File: src/rtl/ex_csr_regfile.sv
`default_nettype none
// +-----------------------------------------------------------------------+
// | Module   : ex_csr_regfile                                              |
// | Brief    : Machine-mode CSR file with trap/mret state and counters.    |
// | Revision : 1.0 - initial release                                       |
// +-----------------------------------------------------------------------+
module ex_csr_regfile #(
  parameter int              XLEN     = 32,
  parameter int              HARTID   = 0,
  parameter logic [XLEN-1:0] MISA_VAL = 32'h4000_1105
) (
  input  logic            clk,
  input  logic            rst_n,
  input  logic            csr_ena,
  input  logic            csr_wr_en,
  input  logic            csr_rd_en,
  input  logic [11:0]     csr_idx,
  input  logic [XLEN-1:0] wbck_csr_dat,
  output logic [XLEN-1:0] read_csr_dat,
  output logic            csr_access_ilgl,
  input  logic            cmt_instret_ena,
  input  logic            cmt_trap_ena,
  input  logic [XLEN-1:0] cmt_trap_epc,
  input  logic [XLEN-1:0] cmt_trap_cause,
  input  logic [XLEN-1:0] cmt_trap_tval,
  input  logic            cmt_mret_ena,
  input  logic            ext_irq,
  input  logic            tmr_irq,
  input  logic            sft_irq,
  output logic [XLEN-1:0] csr_mtvec_r,
  output logic [XLEN-1:0] csr_mepc_r,
  output logic            status_mie_r
);

  localparam logic [11:0] c_addr_mstatus   = 12'h300;
  localparam logic [11:0] c_addr_misa      = 12'h301;
  localparam logic [11:0] c_addr_mie       = 12'h304;
  localparam logic [11:0] c_addr_mtvec     = 12'h305;
  localparam logic [11:0] c_addr_mcntinh   = 12'h320;
  localparam logic [11:0] c_addr_mscratch  = 12'h340;
  localparam logic [11:0] c_addr_mepc      = 12'h341;
  localparam logic [11:0] c_addr_mcause    = 12'h342;
  localparam logic [11:0] c_addr_mtval     = 12'h343;
  localparam logic [11:0] c_addr_mip       = 12'h344;
  localparam logic [11:0] c_addr_mcycle    = 12'hB00;
  localparam logic [11:0] c_addr_minstret  = 12'hB02;
  localparam logic [11:0] c_addr_mcycleh   = 12'hB80;
  localparam logic [11:0] c_addr_minstreth = 12'hB82;
  localparam logic [11:0] c_addr_mhartid   = 12'hF14;

  localparam logic [XLEN-1:0]   c_mie_mask = XLEN'(32'h0000_0888);
  localparam logic [2*XLEN-1:0] c_cnt_one  = {{(2*XLEN-1){1'b0}}, 1'b1};

  logic              r_status_mie;
  logic              r_status_mpie;
  logic [XLEN-1:0]   r_mie;
  logic [XLEN-1:0]   r_mtvec;
  logic [XLEN-1:0]   r_mscratch;
  logic [XLEN-1:0]   r_mepc;
  logic [XLEN-1:0]   r_mcause;
  logic [XLEN-1:0]   r_mtval;
  logic [2*XLEN-1:0] r_mcycle;
  logic [2*XLEN-1:0] r_minstret;
  logic              r_inhibit_cy;
  logic              r_inhibit_ir;

  logic [XLEN-1:0]   w_rdata;
  logic              w_impl;
  logic              w_ilgl;
  logic              w_wr;
  logic              w_unused;

  always_comb begin
    w_rdata = '0;
    w_impl  = 1'b1;
    case (csr_idx)
      c_addr_mstatus: begin
        w_rdata[12:11] = 2'b11;
        w_rdata[7]     = r_status_mpie;
        w_rdata[3]     = r_status_mie;
      end
      c_addr_misa:      w_rdata = MISA_VAL;
      c_addr_mie:       w_rdata = r_mie;
      c_addr_mtvec:     w_rdata = r_mtvec;
      c_addr_mcntinh: begin
        w_rdata[0] = r_inhibit_cy;
        w_rdata[2] = r_inhibit_ir;
      end
      c_addr_mscratch:  w_rdata = r_mscratch;
      c_addr_mepc:      w_rdata = r_mepc;
      c_addr_mcause:    w_rdata = r_mcause;
      c_addr_mtval:     w_rdata = r_mtval;
      c_addr_mip: begin
        w_rdata[11] = ext_irq;
        w_rdata[7]  = tmr_irq;
        w_rdata[3]  = sft_irq;
      end
      c_addr_mcycle:    w_rdata = r_mcycle[XLEN-1:0];
      c_addr_mcycleh:   w_rdata = r_mcycle[2*XLEN-1:XLEN];
      c_addr_minstret:  w_rdata = r_minstret[XLEN-1:0];
      c_addr_minstreth: w_rdata = r_minstret[2*XLEN-1:XLEN];
      c_addr_mhartid:   w_rdata = XLEN'(HARTID);
      default:          w_impl  = 1'b0;
    endcase
  end

  // Address space 0xC00-0xFFF is read-only; misa/mip writes are silently ignored.
  assign w_ilgl = csr_ena & (~w_impl | (csr_wr_en & (csr_idx[11:10] == 2'b11)));
  assign w_wr   = csr_ena & csr_wr_en & ~w_ilgl & ~cmt_trap_ena;

  assign read_csr_dat    = w_rdata;
  assign csr_access_ilgl = w_ilgl;
  assign csr_mtvec_r     = r_mtvec;
  assign csr_mepc_r      = r_mepc;
  assign status_mie_r    = r_status_mie;
  assign w_unused        = ^{csr_rd_en, cmt_trap_epc[0]};

  always_ff @(posedge clk) begin
    if (!rst_n) begin
      r_status_mie  <= 1'b0;
      r_status_mpie <= 1'b0;
    end else if (cmt_trap_ena) begin
      r_status_mpie <= r_status_mie;
      r_status_mie  <= 1'b0;
    end else if (cmt_mret_ena) begin
      r_status_mie  <= r_status_mpie;
      r_status_mpie <= 1'b1;
    end else if (w_wr && csr_idx == c_addr_mstatus) begin
      r_status_mie  <= wbck_csr_dat[3];
      r_status_mpie <= wbck_csr_dat[7];
    end
  end

  always_ff @(posedge clk) begin
    if (!rst_n) begin
      r_mepc   <= '0;
      r_mcause <= '0;
      r_mtval  <= '0;
    end else if (cmt_trap_ena) begin
      r_mepc   <= {cmt_trap_epc[XLEN-1:1], 1'b0};
      r_mcause <= cmt_trap_cause;
      r_mtval  <= cmt_trap_tval;
    end else if (w_wr) begin
      if (csr_idx == c_addr_mepc)   r_mepc   <= {wbck_csr_dat[XLEN-1:1], 1'b0};
      if (csr_idx == c_addr_mcause) r_mcause <= wbck_csr_dat;
      if (csr_idx == c_addr_mtval)  r_mtval  <= wbck_csr_dat;
    end
  end

  always_ff @(posedge clk) begin
    if (!rst_n) begin
      r_mie        <= '0;
      r_mtvec      <= '0;
      r_mscratch   <= '0;
      r_inhibit_cy <= 1'b0;
      r_inhibit_ir <= 1'b0;
    end else if (w_wr) begin
      if (csr_idx == c_addr_mie)      r_mie      <= wbck_csr_dat & c_mie_mask;
      if (csr_idx == c_addr_mtvec)    r_mtvec    <= {wbck_csr_dat[XLEN-1:2], 2'b00};
      if (csr_idx == c_addr_mscratch) r_mscratch <= wbck_csr_dat;
      if (csr_idx == c_addr_mcntinh) begin
        r_inhibit_cy <= wbck_csr_dat[0];
        r_inhibit_ir <= wbck_csr_dat[2];
      end
    end
  end

  // A write to either half replaces that cycle's increment, so no carry on write.
  always_ff @(posedge clk) begin
    if (!rst_n) begin
      r_mcycle <= '0;
    end else if (w_wr && csr_idx == c_addr_mcycle) begin
      r_mcycle[XLEN-1:0] <= wbck_csr_dat;
    end else if (w_wr && csr_idx == c_addr_mcycleh) begin
      r_mcycle[2*XLEN-1:XLEN] <= wbck_csr_dat;
    end else if (!r_inhibit_cy) begin
      r_mcycle <= r_mcycle + c_cnt_one;
    end
  end

  always_ff @(posedge clk) begin
    if (!rst_n) begin
      r_minstret <= '0;
    end else if (w_wr && csr_idx == c_addr_minstret) begin
      r_minstret[XLEN-1:0] <= wbck_csr_dat;
    end else if (w_wr && csr_idx == c_addr_minstreth) begin
      r_minstret[2*XLEN-1:XLEN] <= wbck_csr_dat;
    end else if (cmt_instret_ena && !r_inhibit_ir) begin
      r_minstret <= r_minstret + c_cnt_one;
    end
  end

endmodule
`default_nettype wire

File: config.mk
export PLATFORM = sky130hd
export DESIGN_NAME = ex_csr_regfile
export DESIGN_NICKNAME = d
export VERILOG_FILES = /design/src/rtl/ex_csr_regfile.sv
export SDC_FILE = /design/constraint.sdc
export NUM_CORES = 1
export LEC_CHECK = 0
export CAP_MARGIN = 20
export CELL_PAD_IN_SITES_DETAIL_PLACEMENT = 1
export CELL_PAD_IN_SITES_GLOBAL_PLACEMENT = 1
export CORE_ASPECT_RATIO = 0.7
export CORE_MARGIN = 2
export CORE_UTILIZATION = 40
export CTS_CLUSTER_SIZE = 12
export DETAILED_ROUTE_END_ITERATION = 8
export PLACE_DENSITY_LB_ADDON = 0.25
export SLEW_MARGIN = 25
export SYNTH_ARGS = -nofsm -noshare
export SYNTH_HDL_FRONTEND = slang
export SYNTH_SLANG_ARGS = --single-unit
export TNS_END_PERCENT = 10
File: constraint.sdc
create_clock -name clk -period 4.13 [get_ports clk]
set_input_delay 0.826 -clock clk [delete_from_list [all_inputs] [get_ports clk]]
set_output_delay 0.826 -clock clk [all_outputs]
set_load 0.005 [all_outputs]
; Yosys cells after proc, flatten, opt, wreduce, memory -nomap -nowiden
; Cells that the tools add are included.
[totals]
elab_cells = 110
ff_bits = 292
out_inout_bits = 98
[classes]
eq_ne = 20
n_mux = 33
bitwise_logic = 12
n_addsub = 2
reduce_logical = 29
[ops]
columns = op, n
row1 = $mux W32, 15
row2 = $pmux W19 S10, 1
row3 = $add A64 B1 Y64 const B, 2
row4 = $mux W64, 2
row5 = $eq A12 B10 Y1 const B, 10
row6 = $eq A12 B12 Y1 const B, 5
row7 = $pmux W1 S12, 3
row8 = $pmux W3 S10, 1
row9 = $pmux W3 S9, 1
row10 = $reduce_and A2 Y1, 11
row11 = $reduce_or A15 Y1, 1
row12 = $reduce_bool A2 Y1, 7
row13 = $pmux W1 S11, 1
row14 = $pmux W1 S10, 1
row15 = $pmux W1 S9, 1
row16 = $pmux W1 S8, 1
row17 = $logic_and A1 B1 Y1, 6
row18 = $mux W1, 6
row19 = $not A1 Y1, 6
row20 = $and A1 B1 Y1, 5
row21 = $ne A2 B1 Y1 const B, 2
row22 = $ne A2 B2 Y1 const B, 2
row23 = $reduce_or A2 Y1, 2
row24 = $reduce_bool A3 Y1, 1
row25 = 3 further kinds, 3

; Depth between registers and ports, before layout
[logic_depth]
ltp_word = 13
depth_mapped = 11
depth_no_buf = 7

; Worst setup path before layout
; No wires, ideal clock.
[synth_timing]
path_type = input to output
from = input csr_idx[4]
to = output read_csr_dat[24]
n_path_buf = 3
path_stages = 8
t_arrival_ns = 2.666
t_required_ns = 3.304
slack_ns = 0.638
path_cell_list = buf_2 -> nor3_1 -> nand3_1 -> nor2b_1 -> clkbuf_1 -> clkbuf_1 -> a22oi_1 -> nand3_1
[synth_via]
elab_chain_cells = 2
elab_cells_between_ends = 11
[synth_rtl]
columns = element, line
row1 = from (decl), 17  ; input logic [11:0] csr_idx,
row2 = $eq A12 B12 Y1 / $eq A12 B10 Y1 (equally long branches), 76  ; case (csr_idx)
row3 = $pmux W19 S10 *, 76
row4 = to (decl), 19  ; output logic [XLEN-1:0] read_csr_dat,
; Every way passes the cells marked *; elsewhere a longest branch is shown, timed or not.

; Worst setup path after layout
[layout_timing]
from = input csr_idx[5]
to = output read_csr_dat[21]
; Same word-level chain as after synthesis.

==> metrics <==
largest net degree at the start of global routing around 180; Die Height around 180 um; Final #Nets roughly 2600; antenna violations before repair 11; Core ar. between 0.04 and 0.05 mm^2; fmax around 240 MHz; CTS buffer count 34; Clock Latency Late Sink 0.57 ns; vias in the first global route about 20000; Avg Cell Area, Syn 7.80 um^2; Slowest-stage cell, CP or4_4; Startpoint Class primary input; synthesized flop and latch total 292; ys flop type dfxtp_1; Slew @ Worst Pin around 1.1 ns; cell with the most instances after synthesis dfxtp_1; FP Rows 62; overall power between 6 and 7 mW; Final Max Slew Viols 0; share of layout cells above drive strength 1 about 12%; Iter 0 DRT Violations 2540; WL per Instance around 32 um; CTS Hold Bufs 0; Final Cycle Share 100%; CP Capture Type output port; Rel. slew slack 24.2%; Arr. time, crit path approximately 3.3 ns; clk_skew roughly 0.030 ns; Max-Cap Viols 0; Critical Path, Cell by Cell dlygate4sd2_1 -> or4_4 -> buf_6 -> nor3_4 -> buf_6 -> buf_12 -> nand2_1 -> o21ai_1 -> a221oi_2 -> nand3_1 -> clkdlybuf4s50_1; Netlist cell types 82; clk sink count about 290; VDD IR max approximately 270 uV; Clock Path Buffers 3; Critical R2R Launch r_mcycle[16]; Sum Neg Setup Slack -0.0157 ns; Lkg Pwr ~7.4 nW; Critical Path Max Stage Delay 0.55 ns; unrepaired setup endpoints after global routing true; CTS tree done; top cells by count, synth 292 x dfxtp_1, 264 x nand2_1, 241 x a21oi_1; Vias 20400; status finished with violations; FILL cells around 5000; EDFF count, synth 0; post-route insts no fill between 2000 and 3000; gpl congestion 1.07; hold_ws about 0.46 ns; Final Hold Fails 0; GR Util All Layers a little over two fifths; HPWL after DPL between 70000 and 80000 um; final wirelength ~96000 um; Worst Path Required between 3 and 4 ns; Detail Route Antenna Nets 0; Top cell by count, worst path buf_6; port bufs between 200 and 250; setup ws final -0.0157 ns; # IOs between 200 and 250; hold crit path type reg2reg; top-area cell type share of the netlist area about a third; Reg clk slew, reported paths roughly 0.060 ns; # DRC 0; global-route wire length before repair 139000 um; root buf cell clkbuf_16; total grt overflow 0; vias per inst roughly 6.9; Gate Count Post-Synth ~2200; crit path time final 4.15 ns; post-synth top area cell dfxtp_1; Starting Density between 40% and 50%; Design Area, Final approximately 0.022 mm^2; hold_sp r_mscratch[13]; PwrDens about 300 mW/mm^2; Crit. Startpoint csr_idx[5]; failing checks setup timing; Area Overhead vs Synth 31.3%; final setup violation count 1; post-synthesis sequential area ratio a little over a third; Setup CP Type in2out; Synth Warn # 0; die area 0.0437 mm^2; Placed Area approximately 0.021 mm^2; DR pass1 iterations 5; Post-Place Cells 2903; Netlist Area Pre-Place between 0.015 and 0.02 mm^2; CTS H-tree lvls 2; die boundary width between 200 and 250 um; Max Fanout on Critical Path 11; Synth area leaders dfxtp_1 35%, mux2i_1 8.0%, a21oi_1 7.2%; Synth async-reset ratio 0%
[sequential cells by signal, indices dropped and copies added (netlist names)]
signal,flops
csr_mepc_r,31
csr_mtvec_r,30
r_inhibit_cy,1
r_inhibit_ir,1
r_mcause,32
r_mcycle,64
r_mie,3
r_minstret,64
r_mscratch,32
r_mtval,32
r_status_mpie,1
status_mie_r,1
[worst max-delay path, delay by kind of cell]
kind	cells	cell delay [ns]
AOI/OAI and AO/OA	2	0.27
buffers and inverters	5	1.26
and+or+nand+nor	4	0.94
[per-layer routing]
| metal | GRT usage, % | part of all wire [%] |
|---|---|---|
| met4 | 17.7 | 4.7 |
| met5 | 0 | 0.082 |
| met3 | 12.6 | 13 |
| met1 | 60.1 | 42 |
| met2 | 61.2 | 40 |
[final timing paths]
check,endpoint,slack (ns),depth (start not counted)
worst max register to register,r_mcycle[32],0.82,7
worst max-delay path,read_csr_dat[21],-0.02,11
worst min-delay path,r_mscratch[13],0.46,2
worst min register to register,r_mscratch[13],0.46,2
[final cells by class]
type	instances	area, um^2	area share (%)
antenna	7	17.5	0.0793
clock buffer	48	943	4.27
clock inverter	8	93.8	0.425
inverter	14	56.3	0.255
multi-input combinational	1644	10400	47.0
sequential	292	5850	26.5
tap	544	681	3.08
timing repair buffer	413	4070	18.4
[cells by family (layout without fill, tap and decap cells)]
family | count (synthesis) | in the layout | share of synthesized area [%]
mux | 139 | 139 | 8.30
flops | 292 | 292 | 34.8
simple gates | 741 | 741 | 22.8
fa+ha+maj | 2 | 2 | 0.149
xor+xnor | 63 | 63 | 3.28
compound gates | 696 | 696 | 25.2
buf+inv | 222 | 483 | 5.44
other cells | 1 | 10 | 0.0223
[layout by cell type (no fill, tap or decap), types with 8 or more instances in the layout]
cell type and instances:
a31oi_1 15, o22ai_1 14, nand2_1 262, buf_4 137, dfxtp_1 292, and4_1 24, a221oi_2 12, or3_1 15
mux2i_1 135, clkdlybuf4s50_1 208, nor2_1 74, o211ai_1 16, clkbuf_1 10, buf_12 25, dlygate4sd2_1 25, dlymetal6s2s_1 8
and2_1 16, a22oi_1 68, o21ai_0 183, xor2_1 34, a22o_1 10, xnor2_1 29, nor3_1 48, a221oi_1 22
nand4_1 52, a21oi_1 241, nor4_1 33, nor4b_1 10, inv_1 12, a211oi_1 26, clkbuf_16 34, nand3_1 97
or4_1 13, and3_1 29
[report_power, final]
part           total, mW  leakage [nW]  switching (mW)  internal, mW
registers           2.97          2.38          0.0790          2.89
logic              0.692          4.47           0.411         0.280
clock network       2.98         0.501            1.37          1.61
total               6.63          7.35            1.86          4.78
[through the flow]
stage | setup WS [ns] | util (%)
finish | -0.0157 | 53.5
global route | -0.0278 | 53.5
CTS | -0.164 | 53.3
detailed placement | -0.317 | 50.2
global placement | -0.244 | 50.1
floorplan | 0.638 | -
[what timing repair did]
| item | CTS | global route |
|---|---|---|
| gates cloned | 3 | 0 |
| pin swaps | 11 | 5 |
| buffers inserted | 1 | 0 |
| endpoints found under the setup margin | 32 | 13 |
| resized for setup | 75 | 18 |
No activity file was read; power rests on OpenSTA's default activity.
